[config.mk]
export PLATFORM = sky130hd
export DESIGN_NAME = pcap_replay_addr_sequencer
export DESIGN_NICKNAME = d
export VERILOG_FILES = /design/src/rtl/pcap_replay_pkg.sv /design/src/rtl/rr_arbiter.sv /design/src/rtl/pcap_replay_addr_sequencer.sv
export SDC_FILE = /design/constraint.sdc
export NUM_CORES = 1
export LEC_CHECK = 0
export ABC_AREA = 1
export BUFFER_PORTS_ARGS = -buffer_cell sky130_fd_sc_hd__buf_4
export CAP_MARGIN = 25
export CORE_MARGIN = 4
export CORE_UTILIZATION = 25
export DETAILED_ROUTE_END_ITERATION = 10
export PLACE_DENSITY = 0.45
export SYNTH_ARGS = -nofsm -noshare
export SYNTH_HDL_FRONTEND = slang
export SYNTH_SLANG_ARGS = --single-unit
[constraint.sdc]
create_clock -name axi_aclk -period 4.65 [get_ports axi_aclk]
set_input_delay 0.465 -clock axi_aclk [delete_from_list [all_inputs] [get_ports axi_aclk]]
set_output_delay 0.465 -clock axi_aclk [all_outputs]
set_load 0.02 [all_outputs]
[src/rtl/pcap_replay_pkg.sv]
// Shared types and helpers for the pcap replay address sequencer.
// Holds the per-queue state encoding and the width/slice helper functions.
package pcap_replay_pkg;

  typedef enum logic [1:0] {
    Q_IDLE = 2'd0,
    Q_RUN  = 2'd1,
    Q_DONE = 2'd2
  } q_state_e;

  localparam int DEFAULT_ADDR_STEP = 2;

  function automatic int clog2(input int n);
    int r;
    r = 0;
    for (int v = 1; v < n; v = v * 2) r++;
    return r;
  endfunction

  // A single queue still needs a one-bit index on the request channel.
  function automatic int idx_width(input int n);
    return (clog2(n) < 1) ? 1 : clog2(n);
  endfunction

  function automatic int slice_lsb(input int q, input int w);
    return q * w;
  endfunction

endpackage

[src/rtl/rr_arbiter.sv]
// Combinational round-robin arbiter: searches the request vector starting
// one past the pointer and returns a one-hot grant plus its index.
module rr_arbiter #(
  parameter int C_NUM_QUEUES = 4,
  parameter int Q_IDX_WIDTH  = 2
) (
  input  logic [C_NUM_QUEUES-1:0] req,
  input  logic [Q_IDX_WIDTH-1:0]  ptr,
  output logic [C_NUM_QUEUES-1:0] gnt,
  output logic [Q_IDX_WIDTH-1:0]  gnt_idx,
  output logic                    gnt_valid
);

  logic [Q_IDX_WIDTH-1:0] cand;

  always_comb begin
    gnt       = '0;
    gnt_idx   = '0;
    gnt_valid = 1'b0;
    cand      = '0;
    for (int i = 1; i <= C_NUM_QUEUES; i++) begin
      cand = Q_IDX_WIDTH'((int'(ptr) + i) % C_NUM_QUEUES);
      if (!gnt_valid && req[cand]) begin
        gnt_valid = 1'b1;
        gnt[cand] = 1'b1;
        gnt_idx   = cand;
      end
    end
  end

endmodule

[src/rtl/pcap_replay_addr_sequencer.sv]
// Multi-queue replay address sequencer: walks each queue's QDR region in
// burst steps, loops it a set number of times and merges queues round-robin.
module pcap_replay_addr_sequencer
  import pcap_replay_pkg::*;
#(
  parameter int C_NUM_QUEUES   = 4,
  parameter int QDR_ADDR_WIDTH = 19,
  parameter int ADDR_STEP      = DEFAULT_ADDR_STEP,
  parameter int C_ITER_WIDTH   = 32,
  parameter int Q_IDX_WIDTH    = idx_width(C_NUM_QUEUES)
) (
  input  logic                                   axi_aclk,
  input  logic                                   axi_aresetn,
  input  logic                                   sw_rst,
  input  logic [C_NUM_QUEUES-1:0]                replay_en,
  input  logic [C_NUM_QUEUES*QDR_ADDR_WIDTH-1:0] mem_addr_low,
  input  logic [C_NUM_QUEUES*QDR_ADDR_WIDTH-1:0] mem_addr_high,
  input  logic [C_NUM_QUEUES*C_ITER_WIDTH-1:0]   replay_count,
  input  logic [C_NUM_QUEUES-1:0]                q_ready,
  output logic                                   rd_req_valid,
  input  logic                                   rd_req_ready,
  output logic [QDR_ADDR_WIDTH-1:0]              rd_req_addr,
  output logic [Q_IDX_WIDTH-1:0]                 rd_req_queue,
  output logic                                   rd_req_last,
  output logic [C_NUM_QUEUES-1:0]                replay_done,
  output logic [C_NUM_QUEUES-1:0]                cfg_err,
  output logic [C_NUM_QUEUES*C_ITER_WIDTH-1:0]   iter_cnt
);

  localparam int N   = C_NUM_QUEUES;
  localparam int AW  = QDR_ADDR_WIDTH;
  localparam int IW  = C_ITER_WIDTH;
  localparam int QIW = Q_IDX_WIDTH;

  q_state_e       state_q [N];
  q_state_e       state_d [N];
  logic [AW-1:0]  low_q   [N];
  logic [AW-1:0]  low_d   [N];
  logic [AW-1:0]  high_q  [N];
  logic [AW-1:0]  high_d  [N];
  logic [AW-1:0]  cur_q   [N];
  logic [AW-1:0]  cur_d   [N];
  logic [IW-1:0]  count_q [N];
  logic [IW-1:0]  count_d [N];
  logic [IW-1:0]  iter_q  [N];
  logic [IW-1:0]  iter_d  [N];
  logic [N-1:0]   en_prev_q, en_prev_d;
  logic [N-1:0]   done_q, done_d;
  logic [N-1:0]   err_q, err_d;

  logic           vld_q, vld_d;
  logic           last_q, last_d;
  logic [AW-1:0]  addr_q, addr_d;
  logic [QIW-1:0] queue_q, queue_d;
  logic [QIW-1:0] ptr_q, ptr_d;

  logic [AW-1:0]  cfg_low   [N];
  logic [AW-1:0]  cfg_high  [N];
  logic [IW-1:0]  cfg_count [N];

  logic [N-1:0]   eligible;
  logic [N-1:0]   gnt;
  logic [QIW-1:0] gnt_idx;
  logic           gnt_valid;
  logic           grant;
  logic [AW:0]    step_sum;
  logic [IW-1:0]  iter_next;

  always_comb begin
    for (int q = 0; q < N; q++) begin
      cfg_low[q]   = mem_addr_low[slice_lsb(q, AW) +: AW];
      cfg_high[q]  = mem_addr_high[slice_lsb(q, AW) +: AW];
      cfg_count[q] = replay_count[slice_lsb(q, IW) +: IW];
      eligible[q]  = (state_q[q] == Q_RUN) && replay_en[q] && q_ready[q];
    end
  end

  rr_arbiter #(
    .C_NUM_QUEUES (N),
    .Q_IDX_WIDTH  (QIW)
  ) u_arb (
    .req       (eligible),
    .ptr       (ptr_q),
    .gnt       (gnt),
    .gnt_idx   (gnt_idx),
    .gnt_valid (gnt_valid)
  );

  // The output slot can take a new request when empty or being drained now.
  assign grant = gnt_valid && (!vld_q || rd_req_ready);

  always_comb begin
    en_prev_d = replay_en;
    done_d    = done_q;
    err_d     = err_q;
    ptr_d     = ptr_q;
    vld_d     = vld_q;
    addr_d    = addr_q;
    queue_d   = queue_q;
    last_d    = last_q;
    step_sum  = '0;
    iter_next = '0;

    if (vld_q && rd_req_ready) vld_d = 1'b0;
    if (grant) begin
      vld_d   = 1'b1;
      queue_d = gnt_idx;
      ptr_d   = gnt_idx;
    end

    for (int q = 0; q < N; q++) begin
      state_d[q] = state_q[q];
      low_d[q]   = low_q[q];
      high_d[q]  = high_q[q];
      cur_d[q]   = cur_q[q];
      count_d[q] = count_q[q];
      iter_d[q]  = iter_q[q];

      case (state_q[q])
        Q_IDLE: begin
          if (replay_en[q] && !en_prev_q[q]) begin
            low_d[q]   = cfg_low[q];
            high_d[q]  = cfg_high[q];
            count_d[q] = cfg_count[q];
            cur_d[q]   = cfg_low[q];
            iter_d[q]  = '0;
            done_d[q]  = 1'b0;
            err_d[q]   = 1'b0;
            state_d[q] = Q_RUN;
            if (cfg_low[q] > cfg_high[q]) begin
              state_d[q] = Q_DONE;
              err_d[q]   = 1'b1;
              done_d[q]  = 1'b1;
            end
          end
        end
        Q_RUN: begin
          if (!replay_en[q]) begin
            state_d[q] = Q_IDLE;
          end else if (grant && gnt[q]) begin
            // Extra carry bit keeps the wrap test correct at the top of memory.
            step_sum = {1'b0, cur_q[q]} + (AW+1)'(ADDR_STEP);
            addr_d   = cur_q[q];
            if (step_sum > {1'b0, high_q[q]}) begin
              iter_next = iter_q[q] + IW'(1);
              last_d    = 1'b1;
              cur_d[q]  = low_q[q];
              iter_d[q] = iter_next;
              if ((count_q[q] != '0) && (iter_next == count_q[q])) begin
                state_d[q] = Q_DONE;
                done_d[q]  = 1'b1;
              end
            end else begin
              last_d   = 1'b0;
              cur_d[q] = step_sum[AW-1:0];
            end
          end
        end
        Q_DONE: begin
          if (!replay_en[q]) state_d[q] = Q_IDLE;
        end
        default: state_d[q] = Q_IDLE;
      endcase
    end

    if (sw_rst) begin
      en_prev_d = '0;
      done_d    = '0;
      err_d     = '0;
      ptr_d     = QIW'(N - 1);
      vld_d     = 1'b0;
      addr_d    = '0;
      queue_d   = '0;
      last_d    = 1'b0;
      for (int q = 0; q < N; q++) begin
        state_d[q] = Q_IDLE;
        low_d[q]   = '0;
        high_d[q]  = '0;
        cur_d[q]   = '0;
        count_d[q] = '0;
        iter_d[q]  = '0;
      end
    end
  end

  always_ff @(posedge axi_aclk or negedge axi_aresetn) begin
    if (!axi_aresetn) begin
      en_prev_q <= '0;
      done_q    <= '0;
      err_q     <= '0;
      ptr_q     <= QIW'(N - 1);
      vld_q     <= 1'b0;
      addr_q    <= '0;
      queue_q   <= '0;
      last_q    <= 1'b0;
      for (int q = 0; q < N; q++) begin
        state_q[q] <= Q_IDLE;
        low_q[q]   <= '0;
        high_q[q]  <= '0;
        cur_q[q]   <= '0;
        count_q[q] <= '0;
        iter_q[q]  <= '0;
      end
    end else begin
      en_prev_q <= en_prev_d;
      done_q    <= done_d;
      err_q     <= err_d;
      ptr_q     <= ptr_d;
      vld_q     <= vld_d;
      addr_q    <= addr_d;
      queue_q   <= queue_d;
      last_q    <= last_d;
      state_q   <= state_d;
      low_q     <= low_d;
      high_q    <= high_d;
      cur_q     <= cur_d;
      count_q   <= count_d;
      iter_q    <= iter_d;
    end
  end

  always_comb begin
    iter_cnt = '0;
    for (int q = 0; q < N; q++) iter_cnt[slice_lsb(q, IW) +: IW] = iter_q[q];
  end

  assign rd_req_valid = vld_q;
  assign rd_req_addr  = addr_q;
  assign rd_req_queue = queue_q;
  assign rd_req_last  = last_q;
  assign replay_done  = done_q;
  assign cfg_err      = err_q;

endmodule

Word level (Yosys, flattened, before mapping)

Index checks and enable logic that the tools add are counted.

Input port bits: 292
Flip-flop bits (word level): 529
Output and inout port bits: 159

Add/subtract/negate cells: 12
Magnitude comparators: 16
Muxes and demuxes: 197
Equality and inequality tests: 48
Reductions and logical operators: 80
Bitwise operators: 3

Operator list:

| operator                                                         | count |
|---|---|
| 19-bit two-way mux                                               | 41 |
| 32-bit two-way mux                                               | 24 |
| 128-bit two-way mux                                              | 2 |
| 32-bit one-hot mux with 2 select lines                           | 4 |
| 76-bit two-way mux                                               | 3 |
| 19-bit one-hot mux with 2 select lines                           | 4 |
| 32-bit by 1-bit adder with 32-bit output (second input constant) | 4 |
| 32-bit equality test                                             | 4 |
| 32-bit nonzero test                                              | 4 |
| 19-bit by 2-bit adder with 20-bit output (second input constant) | 4 |
| 20-bit by 19-bit > comparator with 1-bit output                  | 4 |
| 19-bit > comparator                                              | 4 |
| 2-bit two-way mux                                                | 35 |
| 1-bit two-way mux                                                | 60 |
| 4-bit by 3-bit != test with 1-bit output (second input constant) | 12 |
| 5-bit AND reduction                                              | 8 |
| 3-bit by 2-bit != test with 1-bit output (second input constant) | 12 |
| 3-bit != test (second input constant)                            | 12 |
| 1-bit logical AND                                                | 29 |
| 4-bit two-way mux                                                | 7 |
| 2-bit one-hot mux with 3 select lines                            | 4 |
| 6-bit AND reduction                                              | 4 |
| 2-bit nonzero test                                               | 9 |
| 4-bit AND reduction                                              | 4 |
| 16 further kinds                                                 | 58 |

Depth between registers and ports, before layout

Gate-level depths: netlist of the first run.

Word-level depth: 30
Gate-level depth with buffers: 26
Gate-level depth less buffers: 25

By module

A second synthesis of the first run with hierarchy kept.

Cells, all modules: 4911
Area total of the unflattened synthesis: 35037.4 µm²

Modules (own cells, without submodules):

| module                     | cells an instance | sequential area each (µm²) | times used | area each (µm²) |
|---|---|---|---|---|
| pcap_replay_addr_sequencer | 4830              | 13240.2                    | 1          | 34501.8 |
| rr_arbiter                 | 81                | 0.0                        | 1          | 535.5 |

Worst setup path before layout of the first run

Ideal clock, no wire load.

Kind: register to register
Start: reg cur_q[22] in the netlist's numbering
End: reg done_q[2], in the netlist replay_done[2]
Setup slack: 1.413 ns
Stages on the path, launching flop included: 23
Clock period less this slack: 3.237 ns
Arrival: 3.119 ns
Path through: dfrtp_1 -> inv_1 -> nor3_1 -> nand3_1 -> nor3_1 -> nand3_1 -> nor2_1 -> nand4_1 -> xor2_1 -> inv_1 -> ha_1 -> nand3_1 -> nor2_1 -> nand3_1 -> nand3_1 -> nand2_1 -> buf_2 -> nor2_1 -> nand3_1 -> nand2_1 -> nand2_1 -> nand2_1 -> nand2_1

Longest elaborated chain between the ends: 4

Ends and longest elaborated chain:

| element                                                   | line                              | RTL |
|---|---|---|
| start: declaration                                        | pcap_replay_addr_sequencer.sv:41  | `logic [AW-1:0] cur_q [N];` |
| start signal: assignment                                  | pcap_replay_addr_sequencer.sv:216 | `cur_q <= cur_d;` |
| 19-bit by 2-bit adder with 20-bit output                  | pcap_replay_addr_sequencer.sv:142 | `step_sum = {1'b0, cur_q[q]} + (AW+1)'(ADDR_STEP);` |
| 20-bit by 19-bit > comparator with 1-bit output           | pcap_replay_addr_sequencer.sv:144 | `if (step_sum > {1'b0, high_q[q]}) begin` |
| 3-bit by 2-bit != test with 1-bit output (no source line) | --                                |  |
| 6-bit AND reduction (no source line)                      | --                                |  |
| end signal: assignment                                    | pcap_replay_addr_sequencer.sv:206 | `done_q <= done_d;` |
| end: declaration                                          | pcap_replay_addr_sequencer.sv:48  | `logic [N-1:0] done_q, done_d;` |

Every way passes these cells.
A chain may end at the register's enable or synchronous reset.

Final worst setup path of the first run

Start: reg cur_q[61] in the netlist's numbering
End: reg last_q, in the netlist rd_req_last

Longest elaborated chain between the ends: 16

Ends and longest elaborated chain:

| element                                           | line                              | RTL |
|---|---|---|
| 19-bit by 2-bit adder with 20-bit output *        | pcap_replay_addr_sequencer.sv:142 |  |
| 20-bit by 19-bit > comparator with 1-bit output * | pcap_replay_addr_sequencer.sv:144 |  |
| 1-bit two-way mux *                               | pcap_replay_addr_sequencer.sv:144 |  |
| 1-bit two-way mux *                               | pcap_replay_addr_sequencer.sv:140 | `end else if (grant && gnt[q]) begin` |
| 1-bit two-way mux *                               | pcap_replay_addr_sequencer.sv:138 | `if (!replay_en[q]) begin` |
| 1-bit two-way mux *                               | pcap_replay_addr_sequencer.sv:119 | `case (state_q[q])` |
| 1-bit two-way mux                                 | pcap_replay_addr_sequencer.sv:140 |  |
| 1-bit two-way mux                                 | pcap_replay_addr_sequencer.sv:138 |  |
| 1-bit two-way mux *                               | pcap_replay_addr_sequencer.sv:119 |  |
| 1-bit two-way mux                                 | pcap_replay_addr_sequencer.sv:140 |  |
| 1-bit two-way mux                                 | pcap_replay_addr_sequencer.sv:138 |  |
| 1-bit two-way mux *                               | pcap_replay_addr_sequencer.sv:119 |  |
| 1-bit two-way mux                                 | pcap_replay_addr_sequencer.sv:140 |  |
| 1-bit two-way mux                                 | pcap_replay_addr_sequencer.sv:138 |  |
| 1-bit two-way mux *                               | pcap_replay_addr_sequencer.sv:119 |  |
| 1-bit two-way mux *                               | pcap_replay_addr_sequencer.sv:166 | `if (sw_rst) begin` |
| named net last_d                                  | pcap_replay_addr_sequencer.sv:52  | `logic last_q, last_d;` |
| end signal: assignment                            | pcap_replay_addr_sequencer.sv:212 | `last_q <= last_d;` |
| end: declaration                                  | pcap_replay_addr_sequencer.sv:52  |  |

The timed path passes the listed nets; every way through them passes the cells marked *.

==> results of run 1 <==
[worst max-delay path, stage by stage, from the launching register on]
cell and delay [ps]:
dfrtp_1 450, inv_1 150, nor3_1 290, nand2_1 110, nor2_1 190, nand4_1 180
nor2_1 200, nand3_1 110, o21ai_0 100, inv_1 100, ha_1 320, nand4_1 210
nor4_1 490, nand4_1 170, nand2_1 120, buf_4 220, inv_1 170, nand2_1 160
nand3_1 90, nand2_1 80, a21oi_1 60
[where the power goes]
group	leakage (nW)	internal, W	switching (W)
Combinational	12.9	0.00206	0.00452
Sequential	7.13	0.00522	0.000634
Clock	1.20	0.00345	0.00231
Total	21.2	0.0107	0.00746
[kinds of logic after synthesis]
group                      Yosys count  synth area share
AOI/OAI and AO/OA                  898             0.133
DFF                                529             0.370
buffers and inverters              995             0.109
and+or+nand+nor                   2503             0.303
adders and majority gates          168            0.0588
xor gates and xnor gates           100            0.0264
[sequential cells by signal, summed over array words and instances, names as in the netlist]
| name | count |
|---|---|
| cfg_err | 4 |
| count_q | 128 |
| cur_q | 76 |
| en_prev_q | 4 |
| high_q | 76 |
| iter_cnt | 128 |
| low_q | 76 |
| ptr_q | 2 |
| rd_req_addr | 19 |
| rd_req_last | 1 |
| rd_req_queue | 2 |
| rd_req_valid | 1 |
| replay_done | 4 |
| state_q | 8 |
[through the flow]
stage	cell area, µm²	instances	hold WS [ps]	total power, W	setup WS [ps]
after global placement	41200	7401	461	0.0125	610
final	44300	7606	70.5	0.0182	556
after CTS	44300	7598	0.131	0.0185	562
after floorplan	35800	5193	169	0.0101	1410
after detailed placement	41200	7401	472	0.0125	558
after global routing	44300	7605	31.3	0.0195	78.7
[final cells by class]
cell class | count | share of cell area
diodes | 8 | 0.000452
clock buffers | 105 | 0.0489
clock inverters | 25 | 0.00567
inverters | 802 | 0.0682
multi-input cells | 3669 | 0.421
flip-flops and latches | 529 | 0.299
well taps | 1890 | 0.0534
repair buffers | 578 | 0.104
[cells in the final DEF (no fill, tap or decap), types with 81 or more instances in the layout]
master      n
o22ai_1    81
nand4_1   141
nor3_1     86
dfrtp_1   527
inv_1     788
a21oi_1   174
o21ai_0   535
nor2_1    427
ha_1      168
buf_4     503
nand2_1  1215
xor2_1     88
nand3_1   559
[how the worst min path moves through the flow]
stage,endpoint,cells after the start,start,slack (ps)
floorplan,cfg_err[0],0,axi_aresetn,170
global placement,low_q[20],2,low_q[20],460
detailed placement,low_q[20],2,low_q[20],470
CTS,count_q[42],3,replay_count[74],0.1
global route,count_q[42],3,replay_count[74],30
finish,high_q[47],3,mem_addr_high[28],70
[per-layer routing]
layer  up-vias  wire, µm
li1      17900         -
met1     17000     67200
met4         4      2790
met5         -        30
met3       149      8260
met2       841     66700
==> impl_metrics.py, run 1 <==
metrics = {
    "cts": {
        "ctsResizeCount": 0,
        "cts_num_sinks": 529,
        "cts_hold_buf": 67,
        "clockBufferDepth": 3,
        "clkLatencyLatePin_ps": 670,
        "cts_root_buf": "clkbuf_16",
        "post-cts-setup-buffers": 0,
        "path_clk_slew_ps": 60,
        "cts_buffers": 73,
        "cts_tree": "yes",
        "h-tree-depth": 3,
    },
    "die": {
        "fp.dieH_um": 386,
        "ios": 451,
        "rows": 138,
        "core_area_mm2": 0.142,
        "die_area_mm2": 0.149,
        "die_w_um": 386,
        "start_util": 0.252,
    },
    "sta": {
        "relSlewSlack": 0.331,
        "layout_worst_path_cycle_share": 0.880,
        "finClkSkew_ps": 36.0,
        "tightest_slew_ps": 1000,
        "max_freq_ghz": 0.244,
        "min_period_ps": 4090,
        "grt_setup_unrepaired": "no",
        "setup_tns_ps": 0,
        "hold_viol": 0,
        "maxSlewViolCount": 0,
        "setup_viol": 0,
    },
    "final_layout": {
        "nets": 6113,
        "fin_util": 0.313,
        "areaGrowthSynthToFinish_pct": 23.9,
        "drive_gt1_frac": 0.122,
        "nFillCells": 15500,
        "regArea_mm2": 0.0132,
        "multi_input_area_mm2": 0.0186,
    },
    "power_and_ir_drop": {
        "p_per_area_mw_per_mm2": 411,
        "vdd_drop_max_uv": 218,
        "p_leak_nw": 21.2,
    },
    "drt": {
        "wl_um": 145000,
        "drt-initial-drc-count": 2712,
        "vias_per_cell": 4.71,
        "ant_nets": 0,
        "drc": 0,
        "via_count": 35900,
        "wl_per_cell_um": 19.1,
        "first_pass_iters": 5,
    },
    "job": {
        "drv_cap": 0,
    },
    "global_routing": {
        "grt_pass1_wl_um": 219000,
        "grtUsageMet1": 0.260,
        "grt_pass1_vias": 35200,
        "grtUsageTotal": 0.190,
        "antenna_found_initial": 10,
        "top_usage_layer": "met2",
        "grt-ovfl-total": 0,
        "grt_max_degree": 98,
        "gr-usage-met2": 0.308,
        "use_met3": 0.0378,
    },
    "yosys": {
        "synth.ff_latch_count": 529,
        "netlist_top_cells_area": "dfrtp_1, nand2_1, inv_1",
        "syn_nets": 5653,
        "yosysTopAreaCell": "dfrtp_1",
        "synth_most_common_cell": "nand2_1",
        "syn_area_per_cell_um2": 6.89,
        "yosys-top-cells-count": "nand2_1, inv_1, nand3_1",
        "synthCells": 5193,
        "syn-cell-area_mm2": 0.0358,
        "ys_seq_area_frac": 0.370,
        "post_synth_num_cell_types": 56,
        "post-synth-top-area-fraction": 0.369,
        "synthFlopType": "dfrtp_1",
        "synth_edf_count": 0,
        "yosysWarnings": 0,
        "async_flop_share": 1.00,
    },
    "place": {
        "io_buffers": 450,
        "gp_congestion": 0.909,
        "dp_hpwl_um": 112000,
    },
    "worst_setup_path": {
        "crit_path_end_kind": "flop",
        "crit_path_start_kind": "flop",
        "cp-startpoint": "cur_q[61]",
        "regToRegSetupSlack_ps": 560,
        "worst-endpoint-arrival_ps": 4620,
        "r2r_start": "cur_q[61]",
        "endpoint": "rd_req_last",
        "reg2reg_depth": 20,
        "r2r-end": "rd_req_last",
        "criticalPathCategory": "flop to flop",
        "path_max_fanout": 15,
        "cp.required_ps": 5170,
    },
    "run_status": {
        "status": "finished clean",
    },
    "hold_path": {
        "worstHoldPathType": "input port to flop",
    },
}
Power figures use the tool's default switching activity.
==> run 2: changes to the inputs <==
--- a/config.mk
+++ b/config.mk
@@ -12,6 +12,7 @@
 export CORE_UTILIZATION = 25
 export DETAILED_ROUTE_END_ITERATION = 10
 export PLACE_DENSITY = 0.45
+export REMOVE_ABC_BUFFERS = 1
 export SYNTH_ARGS = -nofsm -noshare
 export SYNTH_HDL_FRONTEND = slang
 export SYNTH_SLANG_ARGS = --single-unit
==> run 2 against run 1 <==
Net effect:
- clock skew about the same
- power decreased by 0.57%
- highest routed layer unchanged
- largest cell class unchanged
- combinational power about the same
- global-route usage increased by 0.59 points
- setup slack improved by 41 ps
- register-to-register slack improved by 40 ps
- die area unchanged
- utilization decreased by 0.12 points
- via count about the same
- worst hold slack got worse by 7.1 ps
- first-iteration DRC count decreased by 15%
- sequential share of layout area increased by 0.12 points
- critical path type unchanged
==> impl_metrics.py, run 2 (synthesis gave the netlist of run 1 again) <==
metrics = {
    "sta": {
        "relSlewSlack": 0.256,
        "setup_viol": 0,
        "max_freq_ghz": 0.247,
        "maxSlewViolCount": 0,
        "min_period_ps": 4050,
        "finClkSkew_ps": 35.5,
        "layout_worst_path_cycle_share": 0.872,
        "hold_viol": 0,
        "grt_setup_unrepaired": "no",
        "tightest_slew_ps": 1110,
    },
    "die": {
        "ios": 451,
        "rows": 138,
        "start_util": 0.252,
        "core_area_mm2": 0.142,
        "die_area_mm2": 0.149,
        "fp.dieH_um": 386,
        "die_w_um": 386,
    },
    "cts": {
        "clkLatencyLatePin_ps": 670,
        "h-tree-depth": 3,
        "cts_hold_buf": 61,
        "cts_root_buf": "clkbuf_16",
        "cts_buffers": 74,
        "post-cts-setup-buffers": 0,
        "cts_tree": "yes",
        "cts_num_sinks": 529,
        "path_clk_slew_ps": 60,
        "ctsResizeCount": 0,
        "clockBufferDepth": 3,
    },
    "power_and_ir_drop": {
        "p_per_area_mw_per_mm2": 410,
        "power_w": 0.0181,
        "vdd_drop_max_uv": 204,
        "p_leak_nw": 21.1,
    },
    "worst_setup_path": {
        "r2r-end": "iter_cnt[87]",
        "cp.required_ps": 5240,
        "worst-endpoint-arrival_ps": 4640,
        "regToRegSetupSlack_ps": 600,
        "crit_path_end_kind": "flop",
        "reg2reg_depth": 19,
        "crit_path_start_kind": "flop",
        "r2r_start": "cur_q[22]",
        "path_max_fanout": 37,
        "criticalPathCategory": "flop to flop",
    },
    "final_layout": {
        "fin_area_mm2": 0.0441,
        "fin_util": 0.311,
        "layout_commonest_cell": "nand2_1",
        "nets": 6099,
        "layout.cells.non_filler": 7595,
        "areaGrowthSynthToFinish_pct": 23.4,
        "mostFrequentLayoutCells": "nand2_1, inv_1, nand3_1",
        "drive_gt1_frac": 0.120,
    },
    "drt": {
        "drt-initial-drc-count": 2294,
        "via_count": 35800,
        "vias_per_cell": 4.72,
        "first_pass_iters": 5,
        "wl_per_cell_um": 19.6,
        "wl_um": 148000,
        "drc": 0,
        "ant_nets": 0,
    },
    "global_routing": {
        "grt-ovfl-total": 0,
        "grt_max_degree": 91,
        "grtUsageTotal": 0.195,
        "grt_pass1_vias": 35500,
        "gr-usage-met2": 0.314,
        "grtUsageMet1": 0.268,
        "antenna_found_initial": 18,
        "use_met3": 0.0435,
        "grt_pass1_wl_um": 224000,
        "top_usage_layer": "met2",
    },
    "job": {
        "drv_cap": 0,
    },
    "place": {
        "place_area_mm2": 0.0412,
        "dp_cells": 7392,
        "io_buffers": 450,
        "gp_congestion": 0.898,
        "dp_hpwl_um": 114000,
    },
    "hold_path": {
        "whs_path_depth": 3,
        "worstHoldPathType": "input port to flop",
        "hold_end": "count_q[71]",
        "min_from": "replay_count[39]",
    },
    "run_status": {
        "status": "finished clean",
    },
}
==> run 2: changes by cell type in the layout (fill, tap and decap cells not counted), moves of 2 or more <==
| cell | previous run | this run |
|---|---|---|
| bufinv_16 | 4 | 1 |
| dlygate4sd3_1 | 67 | 61 |
| buf_12 | 7 | 9 |
| buf_4 | 503 | 492 |
| diode_2 | 8 | 10 |
| clkbuf_1 | 11 | 15 |
| clkbuf_8 | 20 | 16 |
| inv_6 | 2 | 6 |
==> run 2: how the worst max path moves through the flow <==
stage / from / end / slack, ps
global route: cur_q[22] / iter_cnt[86] / 80
detailed placement: cur_q[22] / cur_q[31] / 610
floorplan: sw_rst / iter_cnt[35] / -3090
global placement: cur_q[22] / cur_q[31] / 620
CTS: cur_q[21] / cur_q[25] / 600
finish: cur_q[22] / iter_cnt[87] / 600
==> run 2: through the flow <==
step / TNS [ps] / hold WS, ps / worst slack [ps]
3_3_place_gp: 0 / 468 / 620
6_report: 0 / 63.4 / 597
5_1_grt: 0 / 15.9 / 85.0
3_5_place_dp: 0 / 469 / 614
2_1_floorplan: -621950 / 169 / -3090
4_1_cts: 0 / 0.184 / 605
==> run 2: worst max-delay path: stages, from the launching register on <==
cell and delay [ps]:
dfrtp_1 410, inv_1 150, nor3_1 480, nand3_1 190, nor3_1 180, nand3_1 170
nor2_1 240, nand4_1 140, xor2_1 150, inv_1 100, ha_1 300, nand3_1 140
nor2_1 160, nand3_1 80, nand3_1 90, nand2_1 130, a21oi_2 240, buf_4 430
nand3_1 130, nand2_1 80
==> run 2: power by group <==
group	leakage [nW]	internal (W)	switching, W
sequential	7.13	0.00522	0.000662
combinational	12.8	0.00201	0.00459
clock	1.16	0.00326	0.00236
==> run 2: final cells by class <==
type | instances | area [µm²]
diodes | 10 | 25.0
clock buffers | 105 | 2130
clock inverters | 27 | 219
fillers | 15500 | 97600
inverters | 802 | 3020
multi-input cells | 3669 | 18600
flip-flops and latches | 529 | 13200
well taps | 1890 | 2360
repair buffers | 563 | 4500
==> run 2: per-layer routing <==
metal / vias up / wire, µm
li1: 17900 / -
met1: 17000 / 69800
met2: 746 / 67300
met3: 152 / 8330
met4: 10 / 3000
met5: - / 63
